<file path="src/rtl/video_in_pkg.sv">
// rtl/video_in_pkg.sv - shared constants and FSM state type for the video_in burst writer
package video_in_pkg;
  localparam int DATA_SIZE   = 32;
  localparam int NB_PACK     = 8;
  localparam int FRAME_WORDS = 76800;

  localparam logic [2:0] WB_CTI_CLASSIC = 3'b000;
  localparam logic [2:0] WB_CTI_EOB     = 3'b111;

  typedef enum logic [1:0] {IDLE, PREP, WRITE, FETCH} bw_state_t;
endpackage

</file>
<file path="src/rtl/video_in_addr_gen.sv">
// rtl/video_in_addr_gen.sv - frame base latch, per-frame word counter with wrap and frame_done pulse
module video_in_addr_gen #(
  parameter int FRAME_WORDS = video_in_pkg::FRAME_WORDS
) (
  input  logic        clk,
  input  logic        nRST,
  input  logic        start,
  input  logic [31:0] frame_base,
  input  logic        advance,
  output logic [31:0] adr,
  output logic        frame_done
);
  localparam int IDX_W = $clog2(FRAME_WORDS);

  logic [31:0]      base_q, base_d;
  logic [IDX_W-1:0] word_idx_q, word_idx_d;
  logic             frame_start_q, frame_start_d;
  logic             frame_done_q, frame_done_d;

  always_comb begin
    base_d        = base_q;
    word_idx_d    = word_idx_q;
    frame_start_d = frame_start_q;
    frame_done_d  = 1'b0;
    // frame_base is only sampled at the first burst of a frame
    if (start && frame_start_q) begin
      base_d        = frame_base;
      frame_start_d = 1'b0;
    end
    if (advance) begin
      if (word_idx_q == IDX_W'(FRAME_WORDS - 1)) begin
        word_idx_d    = '0;
        frame_done_d  = 1'b1;
        frame_start_d = 1'b1;
      end else begin
        word_idx_d = word_idx_q + IDX_W'(1);
      end
    end
  end

  always_ff @(posedge clk or negedge nRST) begin
    if (!nRST) begin
      base_q        <= '0;
      word_idx_q    <= '0;
      frame_start_q <= 1'b1;
      frame_done_q  <= 1'b0;
    end else begin
      base_q        <= base_d;
      word_idx_q    <= word_idx_d;
      frame_start_q <= frame_start_d;
      frame_done_q  <= frame_done_d;
    end
  end

  assign adr        = base_q + (32'(word_idx_q) << 2);
  assign frame_done = frame_done_q;
endmodule

</file>
<file path="src/rtl/video_in_burst_writer.sv">
// rtl/video_in_burst_writer.sv - drains NB_PACK FIFO words per Wishbone write burst into the frame buffer
module video_in_burst_writer
  import video_in_pkg::*;
#(
  parameter int DATA_SIZE   = video_in_pkg::DATA_SIZE,
  parameter int NB_PACK     = video_in_pkg::NB_PACK,
  parameter int FRAME_WORDS = video_in_pkg::FRAME_WORDS
) (
  input  logic                 clk,
  input  logic                 nRST,
  input  logic                 enable,
  input  logic [31:0]          frame_base,
  input  logic [DATA_SIZE-1:0] fifo_data,
  input  logic                 fifo_pack_available,
  output logic                 fifo_r_ack,
  output logic                 wb_cyc_o,
  output logic                 wb_stb_o,
  output logic                 wb_we_o,
  output logic [31:0]          wb_adr_o,
  output logic [DATA_SIZE-1:0] wb_dat_o,
  output logic [3:0]           wb_sel_o,
  output logic [2:0]           wb_cti_o,
  input  logic                 wb_ack_i,
  output logic                 frame_done
);
  localparam int BEAT_W = $clog2(NB_PACK + 1);

  bw_state_t            state_q, state_d;
  logic [BEAT_W-1:0]    beat_q, beat_d;
  logic                 fetch_q, fetch_d;
  logic [DATA_SIZE-1:0] dat_q, dat_d;
  logic                 cyc_q, cyc_d;
  logic                 stb_q, stb_d;
  logic [2:0]           cti_q, cti_d;
  logic                 start;
  logic                 last_beat;

  assign start      = (state_q == IDLE) && enable && fifo_pack_available;
  assign last_beat  = (beat_q == BEAT_W'(NB_PACK - 1));
  assign fifo_r_ack = (state_q == WRITE) && wb_ack_i;

  always_comb begin
    state_d = state_q;
    beat_d  = beat_q;
    fetch_d = fetch_q;
    dat_d   = dat_q;
    case (state_q)
      IDLE: if (start) state_d = PREP;
      PREP: begin
        dat_d   = fifo_data;
        beat_d  = '0;
        state_d = WRITE;
      end
      WRITE: if (wb_ack_i) begin
        beat_d = beat_q + BEAT_W'(1);
        if (last_beat) begin
          state_d = IDLE;
        end else begin
          state_d = FETCH;
          fetch_d = 1'b0;
        end
      end
      // two-cycle gap covers the FIFO's registered read latency after a pop
      FETCH: begin
        if (fetch_q) begin
          dat_d   = fifo_data;
          fetch_d = 1'b0;
          state_d = WRITE;
        end else begin
          fetch_d = 1'b1;
        end
      end
      default: state_d = IDLE;
    endcase
    cyc_d = (state_d == WRITE) || (state_d == FETCH);
    stb_d = (state_d == WRITE);
    cti_d = (state_d == WRITE && beat_d == BEAT_W'(NB_PACK - 1)) ? WB_CTI_EOB : WB_CTI_CLASSIC;
  end

  always_ff @(posedge clk or negedge nRST) begin
    if (!nRST) begin
      state_q <= IDLE;
      beat_q  <= '0;
      fetch_q <= 1'b0;
      dat_q   <= '0;
      cyc_q   <= 1'b0;
      stb_q   <= 1'b0;
      cti_q   <= WB_CTI_CLASSIC;
    end else begin
      state_q <= state_d;
      beat_q  <= beat_d;
      fetch_q <= fetch_d;
      dat_q   <= dat_d;
      cyc_q   <= cyc_d;
      stb_q   <= stb_d;
      cti_q   <= cti_d;
    end
  end

  video_in_addr_gen #(
    .FRAME_WORDS(FRAME_WORDS)
  ) u_addr_gen (
    .clk        (clk),
    .nRST       (nRST),
    .start      (start),
    .frame_base (frame_base),
    .advance    (fifo_r_ack),
    .adr        (wb_adr_o),
    .frame_done (frame_done)
  );

  assign wb_cyc_o = cyc_q;
  assign wb_stb_o = stb_q;
  assign wb_we_o  = cyc_q;
  assign wb_dat_o = dat_q;
  assign wb_sel_o = 4'hF;
  assign wb_cti_o = cti_q;
endmodule

</file>
<file path="config.mk">
export PLATFORM = sky130hd
export DESIGN_NAME = video_in_burst_writer
export DESIGN_NICKNAME = d
export VERILOG_FILES = /design/src/rtl/video_in_pkg.sv /design/src/rtl/video_in_addr_gen.sv /design/src/rtl/video_in_burst_writer.sv
export SDC_FILE = /design/constraint.sdc
export NUM_CORES = 1
export LEC_CHECK = 0
export ABC_CLOCK_PERIOD_IN_PS = 2200
export BUFFER_PORTS_ARGS = -buffer_cell sky130_fd_sc_hd__buf_2
export CAP_MARGIN = 10
export CORE_ASPECT_RATIO = 1.5
export CORE_MARGIN = 1.5
export CORE_UTILIZATION = 47
export DETAILED_ROUTE_END_ITERATION = 8
export PLACE_DENSITY = 0.86
export SLEW_MARGIN = 30
export SYNTH_ARGS = -nofsm -noshare
export SYNTH_HDL_FRONTEND = slang
export SYNTH_SLANG_ARGS = --single-unit
</file>
<file path="constraint.sdc">
create_clock -name clk -period 2.2 [get_ports clk]
set_input_delay 0 -clock clk [delete_from_list [all_inputs] [get_ports clk]]
set_output_delay 0 -clock clk [all_outputs]
set_load 0.05 [all_outputs]
</file>
==> parameters.txt <==
Parameter                              Value

Clock network
  # H-tree levels ... 3
  Number of CTS-inserted buffers ... 9
  Clock tree root driver cell ... sky130_fd_sc_hd__clkbuf_16
  Max clock buf depth ... 2
  CTS tree ... yes
  Worst-Skew Late Latency ... approximately 0.34 ns
  Clock-pin slew of the registers on the worst-case setup and hold paths ... 0.07 ns
  Sink Count ... 92

STA
  Max Clock Freq ... 353.9 MHz
  Final critical-path share of the clock period ... 1.284
  Worst Max-Slew Pin Slew ... between 0.7 and 0.8 ns
  Final Max Tran Viols ... 0
  Minimum clock period after layout ... 2.826 ns
  Setup WS post-layout ... -0.6257 ns
  Accumulated negative setup slack ... -7.403 ns
  Final Hold Viols ... 0
  Clock skew after layout ... around 0.0067 ns
  Worst-case headroom to the max-slew limit ... 0.5310
  Final setup violation count ... 21
  RSZ-0062 raised after global routing ... true

GRT
  Number of antenna violations at the first check in global routing ... 0
  Aggregate global routing overflow ... 0
  GRT Overall Usage ... 0.2812
  Maximum number of pins on one net before global-route repair ... 56
  First-pass GRT wire length ... between 20000 and 25000 um
  Number of global-route vias before repair ... just under 5000

Setup path
  WP data required ... roughly 2.2 ns
  Path type of the worst setup path ... reg -> out
  Critical path, cell by cell ... ha_2, inv_2, fa_2, or2b_1, a21oi_2, o21ai_2, o21ai_4, nand4_1, xnor2_4, buf_6
  Worst flop-to-flop path startpoint ... state_q[0]
  Sort of element at the end of the critical path ... output pin
  Path depth of the worst reg2reg path ... 7
  WP data arrival ... between 2 and 3 ns
  Setup crit start kind ... register
  Crit-path max cell delay ... 0.37 ns
  CP max FO ... 4
  Worst setup startpoint ... u_addr_gen.word_idx_q[0]
  Reg-to-reg critical path endpoint ... wb_cti_o[1]
  Crit-path slowest cell ... sky130_fd_sc_hd__dfrtp_1
  Critical path endpoint ... wb_adr_o[26]
  Worst-case register-to-register setup slack ... around 0.12 ns

Logic synthesis
  Number of synthesis warnings ... 0
  Syn Inst Count ... 445
  Unique cell type count in the Yosys netlist ... 48
  Number of synthesized flops with an enable pin ... 0
  Netlist area before placement ... ~0.0049 mm2
  Largest cells by area after synthesis ... sky130_fd_sc_hd__dfrtp_1 47%, sky130_fd_sc_hd__mux2_2 15%, sky130_fd_sc_hd__ha_1 5.9%
  Commonest register cell after synthesis ... sky130_fd_sc_hd__dfrtp_1
  Proportion of synthesized chip area in sequential cells ... 0.4712
  Post-synthesis sequential element count ... 92
  Cell type contributing the most total cell area after synthesis ... sky130_fd_sc_hd__dfrtp_1
  Top-area cell type share of the netlist area ... 0.4658
  Post-synthesis async set-or-reset flop share ... 1.000
  Avg Synthesized Cell Area ... approximately 11 um2

Drt
  Total iterations of the first detailed-routing run ... 4
  Final routed wire length divided by cell count ... 18.22 um
  DRT iter0 DRCs ... about 340
  Detailed Route WL ... between 15000 and 20000 um
  Routed via count divided by cell count ... roughly 5.3
  Remaining antenna violation count ... 0
  Via total after detailed routing ... 4535
  Post-route DRC violation count ... 0

Layout
  # diodes ... 0
  Synth-to-Final Area Change ... 63.83%
  Layout Cells excl Fill ... 848
  Final Util ... 0.7902
  Net count reported at finish ... between 800 and 900
  Share of cells above drive strength 1 ... 0.5294
  Layout fillers ... around 560

Floorplanning
  Cell row count ... between 40 and 50
  Area of the placeable core ... slightly above 0.01 mm2
  Number of placed I/O pins ... 145
  Vertical extent of the die ... roughly 130 um
  Effective utilization at floorplan ... 0.4823
  Area of the die ... 0.01103 mm2
  Die Wd ... 86.27 um

Placement
  Final weighted congestion of routability-driven global placement ... slightly below 0.9
  Pre-CTS WS ... -0.3500 ns
  Number of cells in the design after placement ... around 760
  Buffers on Ports ... 140
  Detailed-placement wirelength estimate ... between 9000 and 10000 um

Run
  Reported max-cap violation count ... 0

Run status
  Run status ... finished, violations left
  Failing checks ... setup timing

Min path
  Class of the worst hold path ... in -> reg

Power
  Peak supply drop ... between 1000 and 1500 uV
  Total power per unit cell area ... about 890 mW/mm2
  Leak ... between 0.003 and 0.004 uW
==> worst min-delay path by stage <==
| stage | startpoint | to | slack (ns) | cells past startpoint |
|---|---|---|---|---|
| after detailed placement | nRST | wb_dat_o[25] | 0.09 | 1 |
| final | wb_ack_i | u_addr_gen.word_idx_q[0] | 0.14 | 3 |
| after global placement | nRST | wb_dat_o[30] | 0.08 | 1 |
| after floorplan | nRST | beat_q[0] | -0.30 | 0 |
| after CTS | wb_ack_i | u_addr_gen.word_idx_q[0] | 0.13 | 3 |
| after global routing | wb_ack_i | u_addr_gen.word_idx_q[0] | 0.15 | 3 |
==> layout make-up <==
class	instances	area (um2)	area share
Multi-Input combinational cell	319	3020	0.3771
Timing Repair Buffer	285	2165	0.2703
Sequential cell	92	2305	0.2878
Clock inverter	6	72.57	0.009061
Inverter	19	71.32	0.008905
Clock buffer	10	229.0	0.02859
Tap cell	117	146.4	0.01828
==> through the flow <==
stage / power [uW] / area, um2 / hold slack [ns]
final: 7096 / 8009 / 0.1399
after global routing: 7375 / 8009 / 0.1519
after CTS: 7003 / 7846 / 0.1288
after detailed placement: 5335 / 6455 / 0.08665
after global placement: 5226 / 6455 / 0.07625
after floorplan: 4527 / 5169 / -0.2956
==> registers in the layout, indices dropped and copies added (netlist names) <==
signal	flops
wb_stb_o	1
wb_cti_o	1
u_addr_gen.frame_start_q	1
u_addr_gen.word_idx_q	17
wb_cyc_o	1
beat_q	4
state_q	1
fetch_q	1
wb_dat_o	32
u_addr_gen.base_q	32
u_addr_gen.frame_done	1
==> cells in the mapped netlist (2+ instances only) <==
library cell               instances
sky130_fd_sc_hd__dfrtp_1          91
sky130_fd_sc_hd__mux2_2           64
sky130_fd_sc_hd__nand2_1          35
sky130_fd_sc_hd__nor2_1           29
sky130_fd_sc_hd__ha_1             23
sky130_fd_sc_hd__xnor2_1          23
sky130_fd_sc_hd__a21oi_1          22
sky130_fd_sc_hd__o21ai_0          21
sky130_fd_sc_hd__nand3_1          19
sky130_fd_sc_hd__xor2_1           19
sky130_fd_sc_hd__inv_1            18
sky130_fd_sc_hd__buf_4            10
sky130_fd_sc_hd__nand4_1           7
sky130_fd_sc_hd__and3_1            6
sky130_fd_sc_hd__a21o_1            5
sky130_fd_sc_hd__buf_2             5
sky130_fd_sc_hd__nand2b_1          4
sky130_fd_sc_hd__clkbuf_1          3
sky130_fd_sc_hd__o21ai_2           3
sky130_fd_sc_hd__a21o_2            2
sky130_fd_sc_hd__nand2_2           2
sky130_fd_sc_hd__nor2b_1           2
sky130_fd_sc_hd__nor3_2            2
sky130_fd_sc_hd__nor4_1            2
sky130_fd_sc_hd__nor4b_1           2
sky130_fd_sc_hd__o21a_1            2
sky130_fd_sc_hd__o22ai_1           2
sky130_fd_sc_hd__or3_1             2
==> logic make-up after synthesis <==
family | after synthesis | synth area share
compound gates | 67 | 0.08677
xor+xnor | 42 | 0.07525
fa+ha+maj | 24 | 0.06296
buf+inv | 37 | 0.03737
flops | 92 | 0.4712
mux | 65 | 0.1495
other cells | 1 | 0.0007671
simple gates | 117 | 0.1162
==> where the power goes <==
part / internal (uW) / leakage, uW / switching [uW]
combinational: 1070 / 0.00262 / 2120
sequential: 2080 / 0.00119 / 247
clock: 892 / 0.000143 / 687
==> what timing repair did <==
action / in CTS / in global routing
hold buffers: 67 / 0
endpoints found under the hold margin: 118 / 0
pin swaps: 26 / 19
gates cloned: 0 / 0
gates resized for setup: 100 / 24
buffers inserted: 3 / 8
setup endpoints to repair: 24 / 25
==> layout by cell type (no fill, tap or decap), drive strengths merged, types with 7 or more instances in the layout <==
master,Yosys,routed
xor2,19,19
nor2,29,29
clkbuf,3,10
o21ai,24,24
mux2,64,64
xnor2,23,23
nand2,37,37
inv,19,20
ha,23,23
dfrtp,91,91
a21o,7,7
dlygate4sd3,0,67
nand3,20,20
nand4,7,7
a21oi,22,22
buf,15,218
and3,7,7
==> worst max-delay path, delay by kind of cell, from the launching register on <==
family / cells / cell delay [ns]
compound gates: 3 / 0.57
xor+xnor: 1 / 0.24
fa+ha+maj: 2 / 0.55
buf+inv: 2 / 0.22
flops: 1 / 0.37
simple gates: 2 / 0.53
==> per-layer routing <==
metal,track usage,wire length [um],share of wire,up-vias
met3,0.05602,760,0.049,50
met4,0.1423,646,0.042,0
met2,0.5160,8493,0.55,199
met1,0.3014,5546,0.36,2190
li1,-,-,-,2096
met5,0,0,0,-
(Power assumes the default switching activity.)
